[config.mk]
export PLATFORM = sky130hd
export DESIGN_NAME = reg_file_mp
export DESIGN_NICKNAME = d
export VERILOG_FILES = /design/src/rtl/rf_pkg.sv /design/src/rtl/rf_init_ctrl.sv /design/src/rtl/reg_file_mp.sv
export SDC_FILE = /design/constraint.sdc
export NUM_CORES = 2
export LEC_CHECK = 0
export BUFFER_PORTS_ARGS = -buffer_cell sky130_fd_sc_hd__buf_2
export CORE_AREA = 2 2 387 389
export CTS_BUF_LIST = sky130_fd_sc_hd__clkbuf_4 sky130_fd_sc_hd__clkbuf_8
export DETAILED_ROUTE_END_ITERATION = 10
export DIE_AREA = 0 0 389 391
export GPL_ROUTABILITY_DRIVEN = 0
export PLACE_DENSITY = 0.64
export SYNTH_ARGS = -nofsm -noshare
export SYNTH_HDL_FRONTEND = slang
export SYNTH_SLANG_ARGS = --single-unit
[constraint.sdc]
create_clock -name clk -period 16.79 [get_ports clk]
set_input_delay 3.358 -clock clk [delete_from_list [all_inputs] [get_ports clk]]
set_output_delay 3.358 -clock clk [all_outputs]
set_load 0.05 [all_outputs]
[src/rtl/rf_pkg.sv]
// Shared definitions for the multi-port register file.
// Defaults, sweep-state encoding and lane packing macros.
`ifndef RF_PKG_MACROS
`define RF_PKG_MACROS
`define RF_RA(v, i, aw) v[(i)*(aw) +: (aw)]
`define RF_RD(v, i, dw) v[(i)*(dw) +: (dw)]
`endif

package rf_pkg;

  localparam int RF_DW = 32;
  localparam int RF_AW = 5;

  localparam logic RF_INIT = 1'b0;
  localparam logic RF_RUN  = 1'b1;

  typedef enum logic {
    ST_INIT = RF_INIT,
    ST_RUN  = RF_RUN
  } rf_state_e;

endpackage

[src/rtl/rf_init_ctrl.sv]
// Post-reset clear sequencer for the register file.
// Walks every entry once, then raises ready.
module rf_init_ctrl
  import rf_pkg::*;
#(
  parameter int ADDR_WIDTH = RF_AW
) (
  input  logic                  clk_i,
  input  logic                  rst_i,
  output logic                  ready_o,
  output logic                  run_o,
  output logic                  sweep_we_o,
  output logic [ADDR_WIDTH-1:0] sweep_addr_o
);

  localparam logic [ADDR_WIDTH-1:0] LAST = '1;

  rf_state_e             state_q;
  logic [ADDR_WIDTH-1:0] cnt_q;
  logic                  ready_q;

  // Sweep FSM: clear one entry per edge, finish on the last index.
  always_ff @(posedge clk_i) begin
    if (rst_i) begin
      state_q <= ST_INIT;
      cnt_q   <= '0;
      ready_q <= 1'b0;
    end else if (state_q == ST_INIT) begin
      cnt_q <= cnt_q + 1'b1;
      if (cnt_q == LAST) begin
        state_q <= ST_RUN;
        ready_q <= 1'b1;
      end
    end
  end

  assign ready_o      = ready_q;
  assign run_o        = (state_q == ST_RUN);
  assign sweep_we_o   = (state_q == ST_INIT) && !rst_i;
  assign sweep_addr_o = cnt_q;

endmodule

[src/rtl/reg_file_mp.sv]
// Multi-port register file: NUM_RD reads, two writes.
// Port 1 wins on collisions; entry 0 always reads zero.
module reg_file_mp
  import rf_pkg::*;
#(
  parameter int DATA_WIDTH = RF_DW,
  parameter int ADDR_WIDTH = RF_AW,
  parameter int NUM_RD     = 2,
  parameter int BYPASS     = 1
) (
  input  logic                         clk,
  input  logic                         rst,
  output logic                         ready,
  input  logic                         wen0,
  input  logic [ADDR_WIDTH-1:0]        waddr0,
  input  logic [DATA_WIDTH-1:0]        wdata0,
  input  logic                         wen1,
  input  logic [ADDR_WIDTH-1:0]        waddr1,
  input  logic [DATA_WIDTH-1:0]        wdata1,
  input  logic [NUM_RD*ADDR_WIDTH-1:0] raddr,
  output logic [NUM_RD*DATA_WIDTH-1:0] rdata
);

  localparam int DEPTH = 2**ADDR_WIDTH;

  logic                  run;
  logic                  sweep_we;
  logic [ADDR_WIDTH-1:0] sweep_addr;

  logic                  wv0;
  logic                  wv1;
  logic                  wr0_eff;

  logic [DATA_WIDTH-1:0] mem_q [DEPTH];

  rf_init_ctrl #(
    .ADDR_WIDTH(ADDR_WIDTH)
  ) u_ctrl (
    .clk_i       (clk),
    .rst_i       (rst),
    .ready_o     (ready),
    .run_o       (run),
    .sweep_we_o  (sweep_we),
    .sweep_addr_o(sweep_addr)
  );

  assign wv0 = run && !rst && wen0 && (waddr0 != '0);
  assign wv1 = run && !rst && wen1 && (waddr1 != '0);
  assign wr0_eff = wv0 && !(wv1 && (waddr1 == waddr0));

  // Storage: sweep clears, otherwise both write ports land.
  always_ff @(posedge clk) begin
    if (sweep_we) begin
      mem_q[sweep_addr] <= '0;
    end else begin
      if (wv1) mem_q[waddr1] <= wdata1;
      if (wr0_eff) mem_q[waddr0] <= wdata0;
    end
  end

  for (genvar i = 0; i < NUM_RD; i++) begin : g_rd
    logic [ADDR_WIDTH-1:0] ra;
    logic [DATA_WIDTH-1:0] rd;

    assign ra = `RF_RA(raddr, i, ADDR_WIDTH);

    // Lane read: zero gating, then optional same-cycle bypass.
    always_comb begin
      rd = '0;
      if (run && (ra != '0)) begin
        rd = mem_q[ra];
        if (BYPASS != 0) begin
          if (wv0 && (waddr0 == ra)) rd = wdata0;
          if (wv1 && (waddr1 == ra)) rd = wdata1;
        end
      end
    end

    assign `RF_RD(rdata, i, DATA_WIDTH) = rd;
  end

endmodule
Word level (Yosys, flattened, before mapping)

Memories as Yosys holds them, arrays and structs flattened.
Index checks and enable logic that the tools add are counted.

Input bits: 88
Bits in latches: 0
Memory bits (read-only): 0
Memories kept: 1
Memory bits (writable): 1024
Flip-flop bits (word level): 7
Output and inout bits: 65
Word-level logic and storage cells: 53

Shift operators: 0
Multipliers: 0
Order comparisons: 0
$add $sub $neg: 1
Bitwise logic cells: 1
Div/mod/pow operators: 0
Mux-type cells: 19
Reduce and logical (&&, ||, !) cells: 22
Eq/ne operators: 6

Memory list:

| memory | words | width | read ports | clocked after memory_dff | write ports | RTL line          | text |
|---|---|---|---|---|---|---|---|
| mem_q  | 32    | 32    | 2          | 0                        | 2           | reg_file_mp.sv:34 | `logic [DATA_WIDTH-1:0] mem_q [DEPTH];` |

Operator list:

| operator                                     | count |
|---|---|
| 2-to-1 mux 32 bit                            | 7 |
| OR reduction 32 bit                          | 1 |
| equality test 5 bit                          | 5 |
| nonzero test 5 bit                           | 4 |
| logical AND 1 bit                            | 14 |
| 2-to-1 mux 1 bit                             | 11 |
| adder 5 x 1 -> 5 bit (second input constant) | 1 |
| equality test 5 bit (second input constant)  | 1 |
| 2-to-1 mux 5 bit                             | 1 |
| logical NOT 1 bit                            | 2 |
| AND reduction 2 bit                          | 1 |
| NOT 1 bit                                    | 1 |

Depth between registers and ports, before layout

Depth after elaboration: 10
Gate-level depth with buffers: 11
Depth with buffers taken out: 5

Cells and area by module

Synthesis repeated with hierarchy kept, for this count alone.

Cell total of the unflattened synthesis: 5749
Area, all modules: 61247.5 um2

By module, submodules not included:

| module       | times used | area each (um2) | cells an instance |
|---|---|---|---|
| reg_file_mp  | 1          | 60939.7         | 5719 |
| rf_init_ctrl | 1          | 307.8           | 30 |

Worst setup path before layout

Ideal clock, no wire load.

Path kind: input to output
Start: input port waddr1[1]
End: output port rdata[32]
Path slack: 7.152 ns
Data arrival time: 6.280 ns
Stages: 8
Required time: 13.432 ns
Buffers on the path: 3
Cells stage by stage: buf_2 > or4_1 > o21ai_0 > or4b_2 > clkbuf_1 > clkbuf_1 > o211ai_1 > o21ai_0

Longest elaborated chain between the ends: 5
Elaborated cells between the ends (all ways): 6
Those cells by class: 1 x eq/ne; 2 x mux; 3 x reduce/logical

Ends and longest elaborated chain:

| item                  | RTL line          | text |
|---|---|---|
| from (decl)           | reg_file_mp.sv:18 | `input logic [ADDR_WIDTH-1:0] waddr1,` |
| nonzero test 5 bit    | reg_file_mp.sv:48 | `assign wv1 = run && !rst && wen1 && (waddr1 != '0);` |
| logical AND 1 bit     | reg_file_mp.sv:48 |  |
| logical AND 1 bit (*) | reg_file_mp.sv:74 | `if (wv1 && (waddr1 == ra)) rd = wdata1;` |
| 2-to-1 mux 32 bit (*) | reg_file_mp.sv:74 |  |
| 2-to-1 mux 32 bit (*) | reg_file_mp.sv:70 | `if (run && (ra != '0)) begin` |
| to (decl)             | reg_file_mp.sv:21 | `output logic [NUM_RD*DATA_WIDTH-1:0] rdata` |

Every way passes the cells marked *; elsewhere a longest branch is shown, timed or not.

Worst setup path after layout

Start: input port rst
End: output port rdata[13]

Longest elaborated chain between the ends: 8
Elaborated cells between the ends (all ways): 11
Those cells by class: 3 x mux; 8 x reduce/logical

Ends and longest elaborated chain:

| item                            | RTL line                             | text |
|---|---|---|
| from (decl)                     | reg_file_mp.sv:12                    | `input logic rst,` |
| logical NOT 1 bit (*)           | reg_file_mp.sv:47, reg_file_mp.sv:48 |  |
| logical AND 1 bit (*)           | reg_file_mp.sv:47, reg_file_mp.sv:48 |  |
| logical AND 1 bit (2 in series) | reg_file_mp.sv:47                    | `assign wv0 = run && !rst && wen0 && (waddr0 != '0);` |
| logical AND 1 bit               | reg_file_mp.sv:73                    | `if (wv0 && (waddr0 == ra)) rd = wdata0;` |
| 2-to-1 mux 32 bit               | reg_file_mp.sv:73                    |  |
| 2-to-1 mux 32 bit (*)           | reg_file_mp.sv:74                    |  |
| 2-to-1 mux 32 bit (*)           | reg_file_mp.sv:70                    |  |

Marked as above.

==> results.py <==
metrics = {
    "worst_hold_path": {
        "holdPathStages": 2,
        "whs_endpoint": "u_ctrl.sweep_addr_o[4]",
        "holdCritStartpoint": "u_ctrl.sweep_addr_o[4]",
        "min_path_type": "reg -> reg",
    },
    "critical_path": {
        "critPathSlowestCell": "nand4_1",
        "crit_fanout": 52,
        "crit_chain": "buf_2 -> and3b_1 -> a21boi_0 -> nand4_1 -> buf_4 -> nand4_1 -> a22o_1 -> buf_2",
        "ff2ff_setup_slack_ns": 11.25,
        "start_kind": "input pin",
        "reg2reg_from": "u_ctrl.run_o",
        "crit_path_end_kind": "output port",
        "critPathKind": "in -> out",
        "r2r_end": "mem_q[20][17]",
        "ff2ff_path_depth": 6,
        "required_ns": 13.43,
        "cpPeakStageDelay_ns": 1.07,
        "worst_ep_arrival_time_ns": 7.64,
    },
    "timing": {
        "hold_viol_final": 0,
        "fin_crit_ns": 11.00,
        "worstMarginPinSlew_ns": 1.280,
        "max_freq_mhz": 90.92,
        "slew_viol_final": 0,
        "final-setup-viol-count": 0,
        "fin_ws_ns": 5.791,
        "rsz0062_at_grt": "false",
        "setup_tns_ns": 0,
        "fin_crit_sh_pct": 65.51,
        "skew_ns": 0.04713,
        "whs_ns": 0.5945,
        "slew-limit-headroom_pct": 14.65,
    },
    "final_layout": {
        "final_layout_size_suffix_gt1_share_pct": 26.58,
        "nets": 5037,
        "area_growth_pct": 9.668,
    },
    "cts": {
        "htreeDepth": 4,
        "insertion_delay_ns": 0.92,
        "cts_buffers": 175,
        "cts_root_buf": "clkbuf_8",
        "cts_tree": "yes",
        "clkTransAtPathRegs_ns": 0.07,
        "post_cts_buffers": 0,
        "cts_hold_buffers": 0,
        "clockBufferDepth": 3,
        "post_cts_resized": 0,
        "clkSinkCount": 1031,
    },
    "logic_synthesis": {
        "synth.avg_cell_area_sq_um": 12.19,
        "synth_area_sq_um": 61740,
        "synth_top_flop_cell": "edfxtp_1",
        "synth_top_area_share_pct": 49.80,
        "synth_seq_area_share_pct": 50.03,
        "synth-seq-cells": 1031,
        "yosysUniqueCellTypes": 62,
        "async_reset_ff_share_pct": 0,
        "synth_nets": 5156,
        "synth_top_cell_by_area": "edfxtp_1",
        "syn_inst": 5066,
        "synth_edf_count": 1024,
        "synth_warnings": 0,
        "synth_commonest_cells": "1024 x edfxtp_1, 681 x nand2_1, 631 x mux2i_1, 508 x mux2_2, 455 x o21ai_0",
        "post-synth-top-count-cell": "edfxtp_1",
        "synthTopCellsByArea": "edfxtp_1 50%, mux2i_1 10%, mux2_2 9.3%",
    },
    "floorplanning": {
        "rows": 142,
        "die_h_microns": 391,
        "start_util_pct": 41.57,
        "coreArea_sq_um": 148500,
        "die_area_sq_um": 152100,
        "io_pins": 153,
        "die_x_microns": 389,
    },
    "drt": {
        "drtIter0Drc": 7361,
        "dr.pass1.iters": 10,
        "drt-total-wl_mm": 256.2,
        "drc": 0,
        "num_vias": 48190,
        "wl_per_cell_microns": 36.46,
        "drt-vias-per-instance": 6.857,
        "antenna_left": 0,
    },
    "placement": {
        "port_buffers": 152,
        "place_ws_ns": 5.944,
        "dpl.hpwl_mm": 142.5,
    },
    "global_routing": {
        "grt-ovfl-total": 0,
        "grt_util_met3_pct": 9.725,
        "grt_pass1_wl_mm": 350.1,
        "grtUsageTotal_pct": 32.91,
        "grt.busiest_layer": "met2",
        "grt_antenna_before_repair": 14,
        "grt_pass1_vias": 45930,
        "grt_max_degree": 121,
        "use_met2_pct": 48.70,
        "met1_usage_pct": 42.13,
    },
    "run_status": {
        "outcome": "finished clean",
    },
    "power_and_ir_drop": {
        "powerDensity_nw_per_um2": 81.58,
        "vdd_ir_drop_max_v": 0.00008142,
        "p_leak_nw": 23.02,
    },
    "flow_run": {
        "max-cap-violations": 0,
    },
}
per-layer routing:
metal	vias up	wire length, microns	part of all wire, %
met3	956	36750	14
li1	19290	-	-
met2	4032	109600	43
met1	23900	90870	35
met4	8	18910	7.4
met5	-	47	0.018
cells by family (layout without fill, tap and decap cells):
kind of cell,count (synthesis),after routing,share of synthesized area (%)
simple gates,989,989,7.587
xor+xnor,28,28,0.3972
compound gates,986,986,9.729
fa+ha+maj,2,2,0.04052
flops,1031,1031,50.03
other cells,0,7,0
buf+inv,622,632,4.167
mux,1408,1408,28.05
where the power goes:
group / switching, mW / total, mW / leakage [nW] / internal [mW]
logic: 0.318 / 0.469 / 13.3 / 0.151
clock network: 1.10 / 2.24 / 1.72 / 1.14
registers: 0.00843 / 2.82 / 8.03 / 2.81
layout by cell type, fill, tap and decap left out, types with 13 or more instances in the layout:
master        n
mux2_1       69
clkbuf_8    177
buf_4       135
mux2_2      508
o21bai_4     19
a22o_1       33
xor2_1       18
o211ai_1     32
o21a_1       31
o2111ai_1    63
nor4bb_1     31
edfxtp_1   1024
mux2i_1     631
a21oi_1      33
nor2_1       76
clkbuf_4     51
o21ai_0     445
clkinv_1     75
a211oi_1     31
and2_1       31
clkinv_2     19
nand4_1      47
nand3_1      13
and4_1       32
nand2_1     680
buf_2       146
mux4_2      200
o22ai_1     249
state kept, by name (all words and copies together) (netlist names):
register	flops
mem_q	1024
u_ctrl.sweep_addr_o	5
u_ctrl.ready_o	1
u_ctrl.run_o	1
metrics by stage:
stage / util (%) / instance area [sq um] / power, mW / instances
after detailed placement: 43.37 / 64410 / 3.322 / 6714
after global placement: 43.37 / 64410 / 3.319 / 6714
after CTS: 45.57 / 67690 / 5.505 / 7020
after global routing: 45.58 / 67700 / 5.628 / 7023
after floorplan: - / 61740 / 3.140 / 5066
final: 45.59 / 67710 / 5.524 / 7027
how the worst max path moves through the flow:
stage | from | to | slack [ns] | cells past startpoint
2_1_floorplan | waddr1[1] | rdata[32] | 7.15 | 8
3_3_place_gp | raddr[1] | rdata[13] | 6.00 | 8
3_5_place_dp | raddr[1] | rdata[13] | 5.94 | 8
4_1_cts | raddr[1] | rdata[13] | 5.94 | 8
5_1_grt | raddr[1] | rdata[13] | 5.78 | 8
6_report | rst | rdata[13] | 5.79 | 8
critical path: cells and delay by family:
kind / cells / cell delay [ns]
buf+inv: 3 / 1.20
simple gates: 3 / 1.91
compound gates: 2 / 1.11
cell type report:
type	instances	area, sq um
clock buffer	228	2819
sequential	1031	30890
fill	13330	80820
multi-input combinational	3413	29080
timing repair buffer	288	1864
clock inverter	78	461.7
tap	1944	2432
inverter	38	142.6
antenna	7	17.52
Note: power is estimated with default switching activity, not from simulation.
